### src/rtl/factor_quiz_ctrl.sv
// rtl/factor_quiz_ctrl.sv - factorization quiz game sequencer
// Steps the display STATE code, times each phase, generates questions and judges answers.
module factor_quiz_ctrl #(
  parameter int READY_CYC  = 50_000_000,
  parameter int SHOW_CYC   = 100_000_000,
  parameter int INPUT_CYC  = 250_000_000,
  parameter int RESULT_CYC = 50_000_000,
  parameter int NUM_Q      = 5
) (
  input  logic       CLK,
  input  logic       nRST,
  input  logic       START,
  input  logic       ENTER,
  input  logic [3:0] DIN,
  output logic [3:0] STATE,
  output logic [3:0] QUE,
  output logic [3:0] SCORE,
  output logic [3:0] ROUND,
  output logic       DONE
);

  localparam int MAX_AB = (READY_CYC > SHOW_CYC) ? READY_CYC : SHOW_CYC;
  localparam int MAX_CD = (INPUT_CYC > RESULT_CYC) ? INPUT_CYC : RESULT_CYC;
  localparam int MAX_C  = (MAX_AB > MAX_CD) ? MAX_AB : MAX_CD;
  localparam int TW     = ($clog2(MAX_C) > 0) ? $clog2(MAX_C) : 1;

  typedef enum logic [3:0] {
    S_IDLE     = 4'b0000,
    S_DONE     = 4'b0001,
    S_READY    = 4'b0010,
    S_QUESTION = 4'b0011,
    S_INPUT    = 4'b0100,
    S_CORRECT  = 4'b0111,
    S_WRONG    = 4'b1000
  } state_t;

  state_t          state_q, state_d;
  logic [TW-1:0]   timer_q, timer_d;
  logic [3:0]      lfsr_q, lfsr_d;
  logic [3:0]      que_q, que_d;
  logic [3:0]      score_q, score_d;
  logic [3:0]      round_q, round_d;
  logic            done_q, done_d;
  logic            expired;
  logic            last_round;
  logic [3:0]      answer;

  assign expired    = (timer_q == '0);
  assign last_round = (({1'b0, round_q} + 5'd1) >= 5'(NUM_Q));

  // Smallest prime factor of the question digit.
  always_comb begin
    case (que_q)
      4'd3, 4'd9: answer = 4'd3;
      4'd5:       answer = 4'd5;
      4'd7:       answer = 4'd7;
      default:    answer = 4'd2;
    endcase
  end

  always_ff @(posedge CLK) begin
    if (!nRST) begin
      state_q <= S_IDLE;
      timer_q <= '0;
      lfsr_q  <= 4'b1001;
      que_q   <= 4'd0;
      score_q <= 4'd0;
      round_q <= 4'd0;
      done_q  <= 1'b0;
    end else begin
      state_q <= state_d;
      timer_q <= timer_d;
      lfsr_q  <= lfsr_d;
      que_q   <= que_d;
      score_q <= score_d;
      round_q <= round_d;
      done_q  <= done_d;
    end
  end

  always_comb begin
    state_d = state_q;
    case (state_q)
      S_IDLE:     if (START) state_d = S_READY;
      S_READY:    if (expired) state_d = S_QUESTION;
      S_QUESTION: if (expired) state_d = S_INPUT;
      // ENTER takes priority over a timeout landing in the same cycle.
      S_INPUT: begin
        if (ENTER) state_d = (DIN == answer) ? S_CORRECT : S_WRONG;
        else if (expired) state_d = S_WRONG;
      end
      S_CORRECT, S_WRONG: if (expired) state_d = last_round ? S_DONE : S_READY;
      S_DONE:     if (START) state_d = S_READY;
      default:    state_d = S_IDLE;
    endcase
  end

  always_comb begin
    lfsr_d  = {lfsr_q[2:0], lfsr_q[3] ^ lfsr_q[2]};
    timer_d = expired ? timer_q : timer_q - 1'b1;
    que_d   = que_q;
    score_d = score_q;
    round_d = round_q;
    done_d  = (state_d == S_DONE);

    if (state_d != state_q) begin
      case (state_d)
        S_READY:            timer_d = TW'(READY_CYC - 1);
        S_QUESTION:         timer_d = TW'(SHOW_CYC - 1);
        S_INPUT:            timer_d = TW'(INPUT_CYC - 1);
        S_CORRECT, S_WRONG: timer_d = TW'(RESULT_CYC - 1);
        default:            timer_d = '0;
      endcase
    end

    if (state_q == S_READY && state_d == S_QUESTION)
      que_d = {1'b0, lfsr_q[2:0]} + 4'd2;

    if ((state_q == S_IDLE || state_q == S_DONE) && state_d == S_READY) begin
      score_d = 4'd0;
      round_d = 4'd0;
    end

    if ((state_q == S_CORRECT || state_q == S_WRONG) && state_d != state_q) begin
      round_d = round_q + 4'd1;
      if (state_q == S_CORRECT) score_d = score_q + 4'd1;
    end
  end

  assign STATE = state_q;
  assign QUE   = que_q;
  assign SCORE = score_q;
  assign ROUND = round_q;
  assign DONE  = done_q;

endmodule

### config.mk
export PLATFORM = sky130hd
export DESIGN_NAME = factor_quiz_ctrl
export DESIGN_NICKNAME = d
export VERILOG_FILES = /design/src/rtl/factor_quiz_ctrl.sv
export SDC_FILE = /design/constraint.sdc
export NUM_CORES = 1
export LEC_CHECK = 0
export CORE_MARGIN = 2
export CORE_UTILIZATION = 55
export DETAILED_ROUTE_END_ITERATION = 8
export PLACE_DENSITY = 0.77
export SETUP_SLACK_MARGIN = 0.05
export SLEW_MARGIN = 20
export SYNTH_ARGS = -nofsm -noshare
export SYNTH_HDL_FRONTEND = slang
export SYNTH_SLANG_ARGS = --single-unit
### constraint.sdc
create_clock -name CLK -period 3.6 [get_ports CLK]
set_clock_uncertainty 0.1 [all_clocks]
set_input_delay 0.72 -clock CLK [delete_from_list [all_inputs] [get_ports CLK]]
set_output_delay 0.72 -clock CLK [all_outputs]
set_load 0.01 [all_outputs]
### Word level (Yosys, flattened, before mapping)

Index checks and enable logic that the tools add are counted.

* add/subtract/negate cells: 5
* $lt $le $gt $ge: 1
* eq/ne operators: 19
* mux-type cells: 18
* bitwise operators: 1
* reduce and logical (&&, ||, !) cells: 12

Operators by type and width (number)
* 28-bit one-hot mux with 3 select lines: 1
* 28-bit two-way mux: 2
* 4-bit two-way mux: 12
* 28-bit zero test: 1
* 28-bit by 1-bit subtractor with 28-bit output, second input constant: 1
* 4-bit by 3-bit == test with 1-bit output, second input constant: 6
* 4-bit by 2-bit == test with 1-bit output, second input constant: 5
* 4-bit one-hot mux with 5 select lines: 1
* 4-bit == test, second input constant: 3
* 3-bit one-hot mux with 3 select lines: 1
* 4-bit by 1-bit adder with 4-bit output, second input constant: 2
* 4-bit by 1-bit == test with 1-bit output, second input constant: 2
* 2-bit OR reduction: 3
* 4-bit by 1-bit adder with 5-bit output, second input constant: 1
* 5-bit by 3-bit greater-or-equal comparator with 1-bit output, second input constant: 1
* 3-bit by 2-bit adder with 4-bit output, second input constant: 1
* 4-bit == test: 1
* 4-bit zero test: 1
* 4-bit inequality test: 1
* 1-bit logical AND: 3
* 3-bit OR reduction: 1
* 1-bit logical OR: 2
* 2-bit two-way mux: 1
* 2-bit by 1-bit inequality test with 1-bit output, second input constant: 1
* 2 further kinds: 2

* register bits after elaboration: 49
* input port bits: 8
* output and inout bits: 17
* logic and storage cells: 63

### Logic depth before layout (Yosys ltp)

* depth in word-level cells: 12
* gate-level depth with buffers: 12
* gate-level depth less buffers: 10

### Least setup slack after synthesis

No wires, ideal clock.

* path type: reg-to-reg
* start point: reg timer_q[3]
* end point: reg timer_q[15]
* setup time: 0.126 ns
* arrival time: 2.800 ns
* data required time: 3.374 ns
* setup slack: 0.575 ns
* stages on the path, launching flop included: 9
* buffers on the path: 0
* clock period less this slack: 3.025 ns
* cells stage by stage: dfxtp_1 -> or4_4 -> or4_4 -> nor3_4 -> a21oi_2 -> a2111oi_4 -> o211ai_2 -> nand3_2 -> o21ai_0

* longest elaborated chain between the ends: 8
* elaborated cells between the ends (all ways): 19

Ends and longest elaborated chain
* start, declared: line 38 `logic [TW-1:0] timer_q, timer_d;`
* start signal, assigned: line 72 `timer_q <= timer_d;`
* 28-bit zero test: line 48 `assign expired = (timer_q == '0);`
* 4-bit two-way mux: line 90 `else if (expired) state_d = S_WRONG;`
* 4-bit two-way mux: line 89 `if (ENTER) state_d = (DIN == answer) ? S_CORRECT : S_WRONG;`
* 4-bit one-hot mux with 5 select lines: line 83 `case (state_q)`
* 4-bit by 2-bit == test with 1-bit output, or another cell as far along: line 107 `case (state_d)`
* 3-bit OR reduction (no line)
* 28-bit one-hot mux with 3 select lines: line 107
* 28-bit two-way mux: line 106 `if (state_d != state_q) begin`

Several ways; a longest one is shown, not always the timed one. The select of a mux whose other input is x is not followed.
A chain may end at the register's enable or synchronous reset.

### Final worst setup path

* start point: reg timer_q[3]
* end point: reg score_q[0] (netlist: SCORE[0])

* longest elaborated chain between the ends: 9
* elaborated cells between the ends (all ways): 14

Ends and longest elaborated chain
* 28-bit zero test *: line 48
* 4-bit two-way mux: line 90
* 4-bit two-way mux: line 89
* 4-bit one-hot mux with 5 select lines *: line 83
* 4-bit by 2-bit == test with 1-bit output: line 119 `if ((state_q == S_IDLE || state_q == S_DONE) && state_d == S_READY) begin`
* 1-bit logical AND: line 119
* 4-bit two-way mux: line 119
* 4-bit two-way mux: line 126 `if (state_q == S_CORRECT) score_d = score_q + 4'd1;`
* 4-bit two-way mux *: line 124 `if ((state_q == S_CORRECT || state_q == S_WRONG) && state_d != state_q) begin`
* end signal, assigned: line 75 `score_q <= score_d;`
* end, declared: line 41 `logic [3:0] score_q, score_d;`

Every way passes the cells marked *; elsewhere a longest branch is shown, timed or not.

==> results.yml <==
global_route:
  gr-usage-all-layers: 0.2406
  grt_max_degree: 24
  first_global_vias: 2229
  grt_antenna_before_repair: 0
  grt_pass1_wl_um: 10570
  overflow: 0
critical_path:
  startpoint_type: "register"
  worstSetupPathType: "register to register"
  critPathCaptureType: "register"
  cp_max_fo: 17
  worstPathRequired_ns: 3.68
  r2r_start: "timer_q[3]"
  cp-startpoint: "timer_q[3]"
  cp.arrival_ns: 3.29
final_layout:
  final_common_cell: "dfxtp_1"
  num-nets-final: 364
  final_cell_mix: "dfxtp_1, nand2_1, nor2_1"
  fillers: 458
  instances_no_fill: 422
  design_area_um2: 3228
  drive_gt1_frac: 0.1250
  final_util: 0.6402
  antennaDiodeCount: 0
  layout-area-overhead-vs-synth_pct: 14.31
hold_path:
  hold_path.class: "register to register"
  hp-start: "lfsr_q[1]"
run:
  drv_cap: 0
clock_tree:
  cts_root_buf: "clkbuf_8"
  cts_buffers: 5
  hold_buffers: 0
  clk_path_buf_depth: 2
  cts_resized: 0
  h-tree-depth: 2
  clk_latency_ns: 0.30
  cts_setup_buffers: 0
  clkSinkCount: 49
  cts_tree: "yes"
  path_clk_slew_ns: 0.10
pwr:
  powerDensity_nw_per_um2: 532.8
  p_clk_frac: 0.216
  peakVddDrop_uv: 322.7
  power.switching_w: 0.0006281
  leakagePower_nw: 1.178
  p_seq_frac: 0.413
  p_sw_frac: 0.3652
  p_comb_frac: 0.372
  internal-power_w: 0.001092
detailed_routing:
  drt_iter0_markers: 179
  wl_per_cell_um: 15.00
  routed_wl_um: 6329
  vias_per_cell: 5.863
  postRouteAntennaNets: 0
  first_pass_iters: 4
  vias: 2474
  drc_errors: 0
logic_synthesis:
  ys_ff_latch: 49
  seq_area_frac_synth: 0.3474
  synth.distinct_cells: 66
  synth_enable_flop_cells: 0
  synthCells: 321
  yosysTopAreaCell: "dfxtp_1"
  synth_flop_cell: "dfxtp_1"
  ys_warn_count: 0
  synth_area_leaders: "dfxtp_1, xnor2_1, nand2_1"
  synth_nets: 334
  avgSynthCellArea_um2: 8.797
  yosys.area.top_type_share: 0.3474
  async_flop_share: 0
  synth_area_um2: 2824
floorplan:
  initial_core_util: 0.5600
  dieWidth_um: 75.66
  ios: 25
  core_area_um2: 5042
  die_y_um: 75.66
  fp.dieArea_um2: 5724
  num_rows: 26
placement:
  placedCellCount: 414
  dp_hpwl_um: 4698
  placement.cell_area_um2: 3123
  gp_congestion: 0.8932
  preCtsSetupSlack_ns: 0.1534
  port_buffers: 24
timing:
  rsz0062_at_grt: "false"
  period_minus_slack_ns: 3.209
  final-max-slew-violation-count: 0
  setup_tns_ns: 0
  hold_violations: 0
  layout_setup_ws_ns: 0.3910
  post-route-period-util: 0.8914
  finalSetupViolCount: 0
  slew_headroom: 0.6092
  max_clock_freq_ghz: 0.3116
  worst_slew_pin_slew_ns: 0.5808
status:
  run_status: "completed"
## final timing paths
| check | endpoint | slack, ns | depth (start not counted) |
|---|---|---|---|
| min | QUE[1] | 0.37 | 1 |
| max reg2reg | SCORE[0] | 0.39 | 9 |
| max | SCORE[0] | 0.39 | 9 |
| min reg2reg | QUE[1] | 0.37 | 1 |
## power by group through the flow
| stage | Combinational, W | Clock, W | Sequential [W] |
|---|---|---|---|
| global placement | 0.000615 | 0 | 0.000714 |
| global route | 0.000711 | 0.000403 | 0.000721 |
| finish | 0.000639 | 0.000371 | 0.000710 |
| detailed placement | 0.000630 | 0 | 0.000719 |
| floorplan | 0.000492 | 0 | 0.000699 |
| CTS | 0.000637 | 0.000379 | 0.000707 |
## cell type report
type                            instances  area, um^2  area share
Timing Repair Buffer                   33       307.8     0.09535
Clock inverter                          1       8.758    0.002713
Inverter                               10       37.54     0.01163
Tap cell                               70       87.58     0.02713
Sequential cell                        49       980.9      0.3039
Clock buffer                            7       96.34     0.02984
Multi-Input combinational cell        252        1709      0.5295
## cells in the mapped netlist (3+ instances only)
cell type and number:
o21a_1 3, clkbuf_1 3, ha_1 5, o21ai_0 20
nor2_1 29, mux2i_1 4, nor2b_1 4, nor4_1 10
a2111oi_4 3, or4_1 4, nor3_1 10, nand2b_1 6
xnor2_1 16, a211o_1 3, nand3_1 9, dfxtp_1 49
nand4_1 4, nand2_1 29, and4b_1 3, o21bai_1 3
and2_1 4, a21oi_1 16, nor3b_1 5, or3_1 3
inv_1 9, xor2_1 11, or2_2 3
## sequential cells by signal (all words and copies together), names as in the netlist
register and count:
STATE 4, DONE 1, SCORE 4, ROUND 4, QUE 4, lfsr_q 4
timer_q 28
## per-layer routing
metal  routed length [um]  track usage  vias up
li1                     -            -     1226
met1                 2953       0.3481     1173
met2                 2949       0.3691       64
met3                  311      0.03836       11
met4                  114      0.07407        0
met5                    0            0        -
## cells by family (layout without fill, tap and decap cells)
family	Yosys count	count (layout)	synth area share
DFF	49	49	0.3474
adders and majority gates	5	5	0.02215
muxes	4	4	0.01418
buffers and inverters	20	51	0.04741
and+or+nand+nor	144	144	0.2929
AOI/OAI and AO/OA	72	72	0.1923
xor gates and xnor gates	27	27	0.08374
## critical path: stages (launching register included)
cell and delay (ns):
dfxtp_1 0.37, or4_4 0.60, or4_4 0.58, nor4_1 0.30, buf_4 0.19, o21ai_1 0.06, o211a_1 0.25, nand2_4 0.21
a21boi_0 0.28, o22ai_1 0.13
## per-stage QoR
step	total power (W)	hold slack, ns
2_1_floorplan	0.001190	0.3295
3_3_place_gp	0.001328	0.3418
3_5_place_dp	0.001349	0.3559
4_1_cts	0.001724	0.3692
5_1_grt	0.001834	0.4030
6_report	0.001720	0.3684
Note: power is estimated with default switching activity, not from simulation.
